### config.mk
export PLATFORM = sky130hd
export DESIGN_NAME = nic8_out_uart
export DESIGN_NICKNAME = d
export VERILOG_FILES = /design/src/rtl/nic8_pkg.sv /design/src/rtl/nic8_sync_fifo.sv /design/src/rtl/nic8_out_uart.sv
export SDC_FILE = /design/constraint.sdc
export NUM_CORES = 1
export LEC_CHECK = 0
export BUFFER_PORTS_ARGS = -buffer_cell sky130_fd_sc_hd__buf_2
export CORE_MARGIN = 5
export CORE_UTILIZATION = 45
export CTS_CLUSTER_DIAMETER = 50
export DETAILED_ROUTE_END_ITERATION = 8
export GPL_ROUTABILITY_DRIVEN = 0
export SETUP_SLACK_MARGIN = 0.3
export SYNTH_ARGS = -nofsm -noshare
export SYNTH_HDL_FRONTEND = slang
export SYNTH_SLANG_ARGS = --single-unit
### constraint.sdc
create_clock -name clk -period 2.6 [get_ports clk]
set_input_delay 0.13 -clock clk [delete_from_list [all_inputs] [get_ports clk]]
set_output_delay 0.13 -clock clk [all_outputs]
set_load 0.01 [all_outputs]
### src/rtl/nic8_pkg.sv
// Shared types and constants for the nic8 output-port UART.
package nic8_pkg;

  typedef enum logic [1:0] {
    IDLE,
    START,
    DATA,
    STOP
  } tx_state_t;

  localparam int   UART_DATA_BITS  = 8;
  localparam logic UART_IDLE_LEVEL = 1'b1;

endpackage

### src/rtl/nic8_sync_fifo.sv
// Single-clock FIFO with wrapping pointers and an explicit occupancy counter.
module nic8_sync_fifo #(
  parameter int WIDTH = 8,
  parameter int DEPTH = 4
) (
  input  logic                     clk,
  input  logic                     rst_n,
  input  logic                     push,
  input  logic                     pop,
  input  logic [WIDTH-1:0]         din,
  output logic [WIDTH-1:0]         dout,
  output logic [$clog2(DEPTH):0]   count,
  output logic                     full,
  output logic                     empty
);

  localparam int AW = $clog2(DEPTH);

  logic [WIDTH-1:0] mem_q [DEPTH];
  logic [AW-1:0]    wrPtr_q, wrPtr_d;
  logic [AW-1:0]    rdPtr_q, rdPtr_d;
  logic [AW:0]      count_q, count_d;
  logic             doPush, doPop;

  assign empty = (count_q == '0);
  assign full  = (count_q == (AW+1)'(DEPTH));
  assign count = count_q;
  assign dout  = mem_q[rdPtr_q];

  // A full FIFO still accepts a write when the same edge frees a slot.
  assign doPop  = pop && !empty;
  assign doPush = push && (!full || doPop);

  always_comb begin
    wrPtr_d = wrPtr_q;
    rdPtr_d = rdPtr_q;
    count_d = count_q;
    if (doPush) wrPtr_d = wrPtr_q + AW'(1);
    if (doPop)  rdPtr_d = rdPtr_q + AW'(1);
    case ({doPush, doPop})
      2'b10:   count_d = count_q + (AW+1)'(1);
      2'b01:   count_d = count_q - (AW+1)'(1);
      default: count_d = count_q;
    endcase
  end

  always_ff @(posedge clk or negedge rst_n) begin
    if (!rst_n) begin
      wrPtr_q <= '0;
      rdPtr_q <= '0;
      count_q <= '0;
    end else begin
      wrPtr_q <= wrPtr_d;
      rdPtr_q <= rdPtr_d;
      count_q <= count_d;
    end
  end

  always_ff @(posedge clk) begin
    if (doPush) mem_q[wrPtr_q] <= din;
  end

endmodule

### src/rtl/nic8_out_uart.sv
// Buffers CPU OUT bytes and shifts them out LSB-first as 8N1 serial frames.
module nic8_out_uart
  import nic8_pkg::*;
#(
  parameter int DEPTH        = 4,
  parameter int CLKS_PER_BIT = 16
) (
  input  logic                   clk,
  input  logic                   rst_n,
  input  logic                   do_out,
  input  logic [7:0]             out_data,
  output logic                   tx,
  output logic                   busy,
  output logic                   full,
  output logic [$clog2(DEPTH):0] count,
  output logic                   overflow
);

  localparam int BW = $clog2(CLKS_PER_BIT);
  localparam int IW = $clog2(UART_DATA_BITS);

  tx_state_t                 state_q, state_d;
  logic [BW-1:0]             baud_q, baud_d;
  logic [IW-1:0]             bitIdx_q, bitIdx_d;
  logic [UART_DATA_BITS-1:0] sh_q, sh_d;
  logic                      tx_q, tx_d;
  logic                      overflow_q, overflow_d;
  logic                      fifoPop, fifoFull, fifoEmpty, baudDone;
  logic [7:0]                fifoDout;

  nic8_sync_fifo #(
    .WIDTH (8),
    .DEPTH (DEPTH)
  ) u_fifo (
    .clk   (clk),
    .rst_n (rst_n),
    .push  (do_out),
    .pop   (fifoPop),
    .din   (out_data),
    .dout  (fifoDout),
    .count (count),
    .full  (fifoFull),
    .empty (fifoEmpty)
  );

  assign baudDone = (baud_q == BW'(CLKS_PER_BIT - 1));

  // tx_d is the line level for the state being entered, so tx stays registered.
  always_comb begin
    state_d  = state_q;
    baud_d   = baud_q;
    bitIdx_d = bitIdx_q;
    sh_d     = sh_q;
    tx_d     = tx_q;
    fifoPop  = 1'b0;
    case (state_q)
      IDLE: begin
        tx_d = UART_IDLE_LEVEL;
        if (!fifoEmpty) begin
          fifoPop  = 1'b1;
          sh_d     = fifoDout;
          baud_d   = '0;
          bitIdx_d = '0;
          state_d  = START;
          tx_d     = ~UART_IDLE_LEVEL;
        end
      end
      START: begin
        tx_d   = ~UART_IDLE_LEVEL;
        baud_d = baud_q + BW'(1);
        if (baudDone) begin
          baud_d  = '0;
          state_d = DATA;
          tx_d    = sh_q[0];
        end
      end
      DATA: begin
        tx_d   = sh_q[0];
        baud_d = baud_q + BW'(1);
        if (baudDone) begin
          baud_d = '0;
          if (bitIdx_q == IW'(UART_DATA_BITS - 1)) begin
            state_d = STOP;
            tx_d    = UART_IDLE_LEVEL;
          end else begin
            sh_d     = sh_q >> 1;
            bitIdx_d = bitIdx_q + IW'(1);
            tx_d     = sh_q[1];
          end
        end
      end
      STOP: begin
        tx_d   = UART_IDLE_LEVEL;
        baud_d = baud_q + BW'(1);
        if (baudDone) begin
          baud_d  = '0;
          state_d = IDLE;
        end
      end
      default: begin
        state_d = IDLE;
        tx_d    = UART_IDLE_LEVEL;
      end
    endcase
  end

  assign overflow_d = overflow_q | (do_out & fifoFull & ~fifoPop);

  always_ff @(posedge clk or negedge rst_n) begin
    if (!rst_n) begin
      state_q    <= IDLE;
      baud_q     <= '0;
      bitIdx_q   <= '0;
      sh_q       <= '0;
      tx_q       <= UART_IDLE_LEVEL;
      overflow_q <= 1'b0;
    end else begin
      state_q    <= state_d;
      baud_q     <= baud_d;
      bitIdx_q   <= bitIdx_d;
      sh_q       <= sh_d;
      tx_q       <= tx_d;
      overflow_q <= overflow_d;
    end
  end

  assign tx       = tx_q;
  assign full     = fifoFull;
  assign overflow = overflow_q;
  assign busy     = (state_q != IDLE) || !fifoEmpty;

endmodule

# Yosys cells after proc, flatten, opt, wreduce, memory -nomap -nowiden
# Memories as Yosys holds them, arrays and structs flattened.
# Index checks and enable logic that the tools add are counted.
# word_totals
ff_bits,26
mem_bits_rw,32
in_bits,11
output_inout_bits,7
word_cells,75
mem_count,1
# mem_list
name,words,word_bits,rd,rd_ports_with_merged_regs,wr,line_no,rtl
u_fifo.mem_q,4,8,1,0,1,nic8_sync_fifo.sv:19,logic [WIDTH-1:0] mem_q [DEPTH];
# classes
addsub,6
n_eq_ne,14
n_mux,27
bitwise,4
reduce_logical,14
# op_table
op,count
$mux W8,3
$pmux W8 S2,1
$ne A2 B2 Y1 const B,6
$pmux W3 S2,2
$mux W2,5
$mux W3,3
$mux W1,8
$mux W4,2
$pmux W2 S4,1
$pmux W4 S2,1
$add A3 B1 Y3 const B,2
$eq A2 B2 Y1 const B,3
$eq A3 B3 Y1 const B,2
$reduce_bool A2 Y1,3
$reduce_and A5 Y1,1
$add A2 B1 Y2 const B,2
$add A4 B1 Y4 const B,1
$eq A2 B1 Y1 const B,2
$eq A4 B4 Y1 const B,1
$pmux W1 S4,1
$reduce_and A4 Y1,1
$logic_not A3 Y1,1
$reduce_or A3 Y1,1
$sub A3 B1 Y3 const B,1
other kinds (7),11

# Logic depth before layout (Yosys ltp)
# depth
depth_word,8
ltp_mapped,11

# Modules after synthesis
# From an unflattened synthesis, not the netlist that was laid out.
# hier_totals
hier_cells,177
hier_area_um2,2637.5
# by_module_without_submodules
module,n_inst,cells_per_inst,area_per_inst_um2
nic8_sync_fifo,1,80,1587.8
nic8_out_uart,1,97,1049.8

# Worst setup path after synthesis
# No wires, ideal clock.
# synth_timing
kind,reg2reg
start,"register u_fifo.count_q[2], in the netlist u_fifo.count[2]"
end,"register u_fifo.count_q[2], in the netlist u_fifo.count[2]"
t_arrival_ps,2197
required_time_ps,2521
setup_slack_ps,324
stages_incl_launch_ff,11
period_less_slack_ps,2276
cell_sequence,dfrtp_1 nor3b_1 nor2b_1 nor2b_1 inv_1 ha_1 inv_1 fa_1 xor2_1 nor2_1 xor2_1
# synth_between
word_cells_on_any_way,15
# synth_rtl
element,line_no,rtl
"start, declared",nic8_sync_fifo.sv:22,"logic [AW:0] count_q, count_d;"
"start signal, assigned",nic8_sync_fifo.sv:55,count_q <= count_d;
$eq A3 B3 Y1 (*),nic8_sync_fifo.sv:26,assign full = (count_q == (AW+1)'(DEPTH));
named net full,nic8_out_uart.sv:14,"output logic full,"
$logic_not A1 Y1 (*),nic8_sync_fifo.sv:32,assign doPush = push && (!full || doPop);
$logic_or A1 B1 Y1 (*),nic8_sync_fifo.sv:32,
$logic_and A1 B1 Y1 (*),nic8_sync_fifo.sv:32,
$eq A2 B1 Y1 or $eq A2 B2 Y1 (tied branches),nic8_sync_fifo.sv:40,"case ({doPush, doPop})"
$pmux W3 S2 or $reduce_bool A2 Y1 (tied branches),--,
# The timed path passes the listed nets; every way through them passes the cells marked *.
# A chain may end at the register's enable or synchronous reset.

# Final worst setup path
# layout_timing
start,"register u_fifo.count_q[1], in the netlist u_fifo.count[1]"
end,"register u_fifo.count_q[2], in the netlist u_fifo.count[2]"
# layout_between
elab_chain_cells,8
word_cells_on_any_way,15
# layout_lines
element,line_no,rtl
$logic_not A3 Y1,nic8_sync_fifo.sv:25,assign empty = (count_q == '0);
$mux W1,nic8_out_uart.sv:59,if (!fifoEmpty) begin
$mux W1,nic8_out_uart.sv:56,case (state_q)
$logic_and A1 B1 Y1,nic8_sync_fifo.sv:31,assign doPop = pop && !empty;
$logic_or A1 B1 Y1,nic8_sync_fifo.sv:32,
$logic_and A1 B1 Y1,nic8_sync_fifo.sv:32,
$eq A2 B1 Y1 or $eq A2 B2 Y1 (tied branches),nic8_sync_fifo.sv:40,
$pmux W3 S2 or $reduce_bool A2 Y1 (tied branches),--,
# Parallel ways exist; a longest one is shown, timed or not.

==> results.py <==
metrics = {
    "setup_path": {
        "critical-path-slowest-cell": "sky130_fd_sc_hd__dfrtp_2",
        "timing.rr.end": "u_fifo.count[2]",
        "regToRegStartpoint": "u_fifo.count[1]",
        "worstSetupEndpointType": "register",
        "timing.critical_path.arrival_ns": 2.38,
        "path_max_fanout": 7,
        "worstSetupStartpoint": "u_fifo.count[1]",
        "cpPeakStageDelay_ns": 0.45,
        "rr_worst_depth": 10,
        "cp_cell_sequence": "nor3b_2 -> nor2b_4 -> nor2b_2 -> inv_1 -> ha_1 -> inv_1 -> fa_1 -> xor2_1 -> nor2_1 -> xor2_1",
        "timing_worst_setup_path_type": "reg2reg",
        "start_kind": "register",
        "reg2reg_slack_ns": 0.47,
        "required_ns": 2.84,
    },
    "logic_synthesis": {
        "avgSynthCellArea_um2": 15.8,
        "yosysSeqAreaShare_pct": 61.2,
        "synthSimpleGateAreaFrac_pct": 6.70,
        "synth_top_family_by_area": "multiplexers",
        "synth.net_count": 192,
        "syn-cell-area_um2": 2640,
        "post_synth_inst_count": 167,
        "share_of_synthesized_area_spent_on_multiplexers_pct": 15.9,
        "fraction_of_the_mapped_netlist_area_in_compound_gates_pct": 4.04,
        "synth_fa_ha_area_share_pct": 6.93,
        "yosys.area_share.xor_xnor_pct": 1.99,
        "number_of_distinct_library_cell_variants_in_the_gate_level_netlist_after_synthesis": 35,
        "yosys_warnings": 0,
        "ys_seq_elements": 58,
    },
    "cts": {
        "clkTransAtPathRegs_ns": 0.07,
        "worst_skew_pair.late_latency_ns": 0.33,
        "tritoncts": "built",
        "cts_inserted_buffers": 9,
        "cts_max_path_buffers": 2,
        "clock_tree.root_cell": "sky130_fd_sc_hd__clkbuf_8",
        "ctsHtreeMaxLevel": 3,
        "clock_sinks": 58,
    },
    "global_routing": {
        "grt_max_degree": 27,
        "grt_first_pass_wirelength_um": 7290,
        "first_global_vias": 1527,
        "globalRoute.totalOverflow": 0,
        "grt_antenna_before_repair": 0,
        "overall_routing_resource_usage_pct": 13.2,
    },
    "route": {
        "routed_wirelength_um": 4270,
        "antenna_viol_nets_final": 0,
        "routed_via_density": 5.08,
        "wire_per_inst_um": 15.5,
        "drc_errors": 0,
        "route.vias.total": 1398,
        "detail_route.first_pass.iterations": 4,
        "drt_iter0_drc": 34,
    },
    "timing": {
        "worst-slew-pin-transition_ns": 0.597,
        "report.final.slew_viol_count": 0,
        "timing.setup.tns_ns": 0,
        "slew-limit-headroom_pct": 60.2,
        "achievable-frequency_ghz": 0.469,
        "finalCritPeriodShare_pct": 82.1,
        "finalCriticalPeriod_ns": 2.13,
        "final_count_of_negative_setup_slack_endpoints": 0,
        "fin_skew_ns": 0.00944,
        "final-hold-violation-count": 0,
        "rsz0062_at_grt": "no",
    },
    "layout": {
        "area_delta_synth_final_pct": 16.6,
        "insertedDiodeCount": 0,
        "finalInstanceArea_um2": 3070,
        "count_of_nets_after_finishing": 223,
        "layout.filler_cells": 475,
        "post_route_cells_drive_above_1_share_pct": 35.0,
    },
    "place": {
        "numPortBuffers": 17,
        "detailed_placer_s_ending_hpwl_um": 2950,
        "placement.cell_area_um2": 2760,
    },
    "floorplan": {
        "std_cell_rows": 27,
        "io_pins": 18,
        "floorplan.initialDensity_pct": 47.0,
        "core_region_area_um2": 5610,
        "die_x_um": 86.5,
        "die_area_um2": 7490,
        "floorplan.die.height_um": 86.5,
    },
    "power": {
        "power_density_cells_nw_per_um2": 1190,
        "p_leak_nw": 1.24,
        "irDropWorstVdd_mv": 0.554,
    },
    "min_path": {
        "hold_path.class": "in2reg",
        "hold-path-cell-count": 1,
        "hold_start": "out_data[3]",
        "worst_hold_path.endpoint": "u_fifo.mem_q[1][3]",
    },
    "status": {
        "run_status": "finished, final reports clean",
    },
    "job": {
        "cap_viol_max_count": 0,
    },
}
-- flip-flops by register name, summed over array words and instances, names as in the netlist --
signal / cells
overflow: 1
u_fifo.rdPtr_q: 2
u_fifo.wrPtr_q: 2
baud_q: 4
sh_q: 8
u_fifo.count: 3
bitIdx_q: 3
tx: 1
state_q: 2
u_fifo.mem_q: 32
-- metrics by stage --
stage          util, %  hold WS [ns]  setup slack (ns)  power, mW  std cells
2_1_floorplan        -        -0.166             0.324       2.51        167
3_3_place_gp      49.2         0.158             0.465       2.69        251
3_5_place_dp      49.2         0.181             0.285       2.77        251
4_1_cts           53.7       0.00361             0.308       3.66        271
5_1_grt           54.8       0.00292             0.294       3.94        275
6_report          54.8        0.0190             0.466       3.67        275
-- where the power goes --
group	total (mW)	switching, mW	internal, mW
combinational	1.28	0.575	0.700
sequential	1.52	0.229	1.29
clock	0.876	0.338	0.538
total	3.67	1.14	2.53
-- routing by layer --
metal  part of all wire [%]  global-route usage [%]  wire [µm]
met1                     42                    15.2       1780
met3                    3.7                    5.70        158
met4                    1.5                    4.67         64
met2                     53                    21.8       2270
met5                      0                       0          0
-- cells by family (layout without fill, tap and decap cells) --
logic type / count (synthesis) / in the layout
simple gates: 30 / 30
compound gates: 16 / 16
mux: 29 / 29
buf+inv: 14 / 50
flops: 58 / 58
xor+xnor: 6 / 6
fa+ha+maj: 14 / 14
-- layout make-up --
| cell class | instances | area, µm² | area share [%] |
|---|---|---|---|
| clock inverter | 5 | 80.1 | 2.61 |
| inverter | 9 | 33.8 | 1.10 |
| sequential | 58 | 1620 | 52.6 |
| tap | 72 | 90.1 | 2.93 |
| multi-input combinational | 95 | 961 | 31.3 |
| clock buffer | 11 | 131 | 4.28 |
| timing repair buffer | 25 | 160 | 5.21 |
-- worst max-delay path, delay by kind of cell (launching register included) --
| kind | cells | cell delay [ns] |
|---|---|---|
| xor+xnor | 2 | 0.31 |
| fa+ha+maj | 2 | 0.55 |
| buf+inv | 2 | 0.12 |
| flops | 1 | 0.45 |
| simple gates | 4 | 0.62 |
-- synthesized netlist by cell type, drive strengths merged --
library cell | n | area, µm²
a31oi | 1 | 6.26
xor2 | 3 | 26.3
buf | 4 | 38.8
nor3b | 1 | 7.51
nand2b | 1 | 6.26
clkbuf | 1 | 13.8
o21bai | 1 | 7.51
mux2 | 19 | 214
xnor2 | 3 | 26.3
inv | 9 | 33.8
o21ai | 5 | 25.0
o211ai | 1 | 7.51
and2 | 4 | 25.0
nor4b | 1 | 23.8
dfrtp | 25 | 626
nor2b | 5 | 31.3
mux4 | 8 | 184
nand2 | 5 | 18.8
dfstp | 1 | 26.3
fa | 1 | 20.0
a21oi | 2 | 10.0
nor3 | 1 | 5.00
edfxtp | 32 | 961
nand4 | 1 | 6.26
or2b | 1 | 8.76
a21o | 3 | 23.8
nor2 | 8 | 30.0
ha | 13 | 163
a22o | 3 | 26.3
nand3b | 1 | 7.51
and3 | 1 | 6.26
mux2i | 2 | 20.0
-- layout by cell type, fill, tap and decap left out, types with 2 or more instances in the layout --
master,Yosys,final
sky130_fd_sc_hd__xnor2_1,3,3
sky130_fd_sc_hd__a21o_1,2,2
sky130_fd_sc_hd__clkinvlp_4,0,2
sky130_fd_sc_hd__and2_1,4,4
sky130_fd_sc_hd__o21ai_0,5,5
sky130_fd_sc_hd__nand2_1,5,5
sky130_fd_sc_hd__mux2_2,19,19
sky130_fd_sc_hd__dlygate4sd3_1,0,6
sky130_fd_sc_hd__xor2_1,3,3
sky130_fd_sc_hd__nor2_1,8,8
sky130_fd_sc_hd__a22o_1,3,3
sky130_fd_sc_hd__clkbuf_1,0,2
sky130_fd_sc_hd__bufinv_16,0,2
sky130_fd_sc_hd__nor2b_1,5,2
sky130_fd_sc_hd__edfxtp_1,32,32
sky130_fd_sc_hd__inv_1,9,9
sky130_fd_sc_hd__ha_1,13,12
sky130_fd_sc_hd__mux4_2,7,7
sky130_fd_sc_hd__nor2b_4,0,2
sky130_fd_sc_hd__clkbuf_8,1,9
sky130_fd_sc_hd__dfrtp_1,25,22
sky130_fd_sc_hd__dfrtp_2,0,3
sky130_fd_sc_hd__mux2i_1,2,2
sky130_fd_sc_hd__buf_2,1,17
sky130_fd_sc_hd__buf_4,0,2
sky130_fd_sc_hd__a21oi_1,2,2
-- timing repair --
item	CTS	global route
hold buffers	4	2
resized for setup	1	9
endpoints found under the hold margin	37	2
setup endpoints to repair	1	2
setup buffers	0	2
-- worst max-delay path by stage --
| stage | to | slack [ns] | cells after the start |
|---|---|---|---|
| 2_1_floorplan | u_fifo.count[2] | 0.32 | 10 |
| 3_3_place_gp | u_fifo.count[2] | 0.47 | 10 |
| 3_5_place_dp | u_fifo.count[2] | 0.28 | 10 |
| 4_1_cts | u_fifo.count[1] | 0.31 | 9 |
| 5_1_grt | u_fifo.count[2] | 0.29 | 10 |
| 6_report | u_fifo.count[2] | 0.47 | 10 |
(Power assumes the default switching activity.)
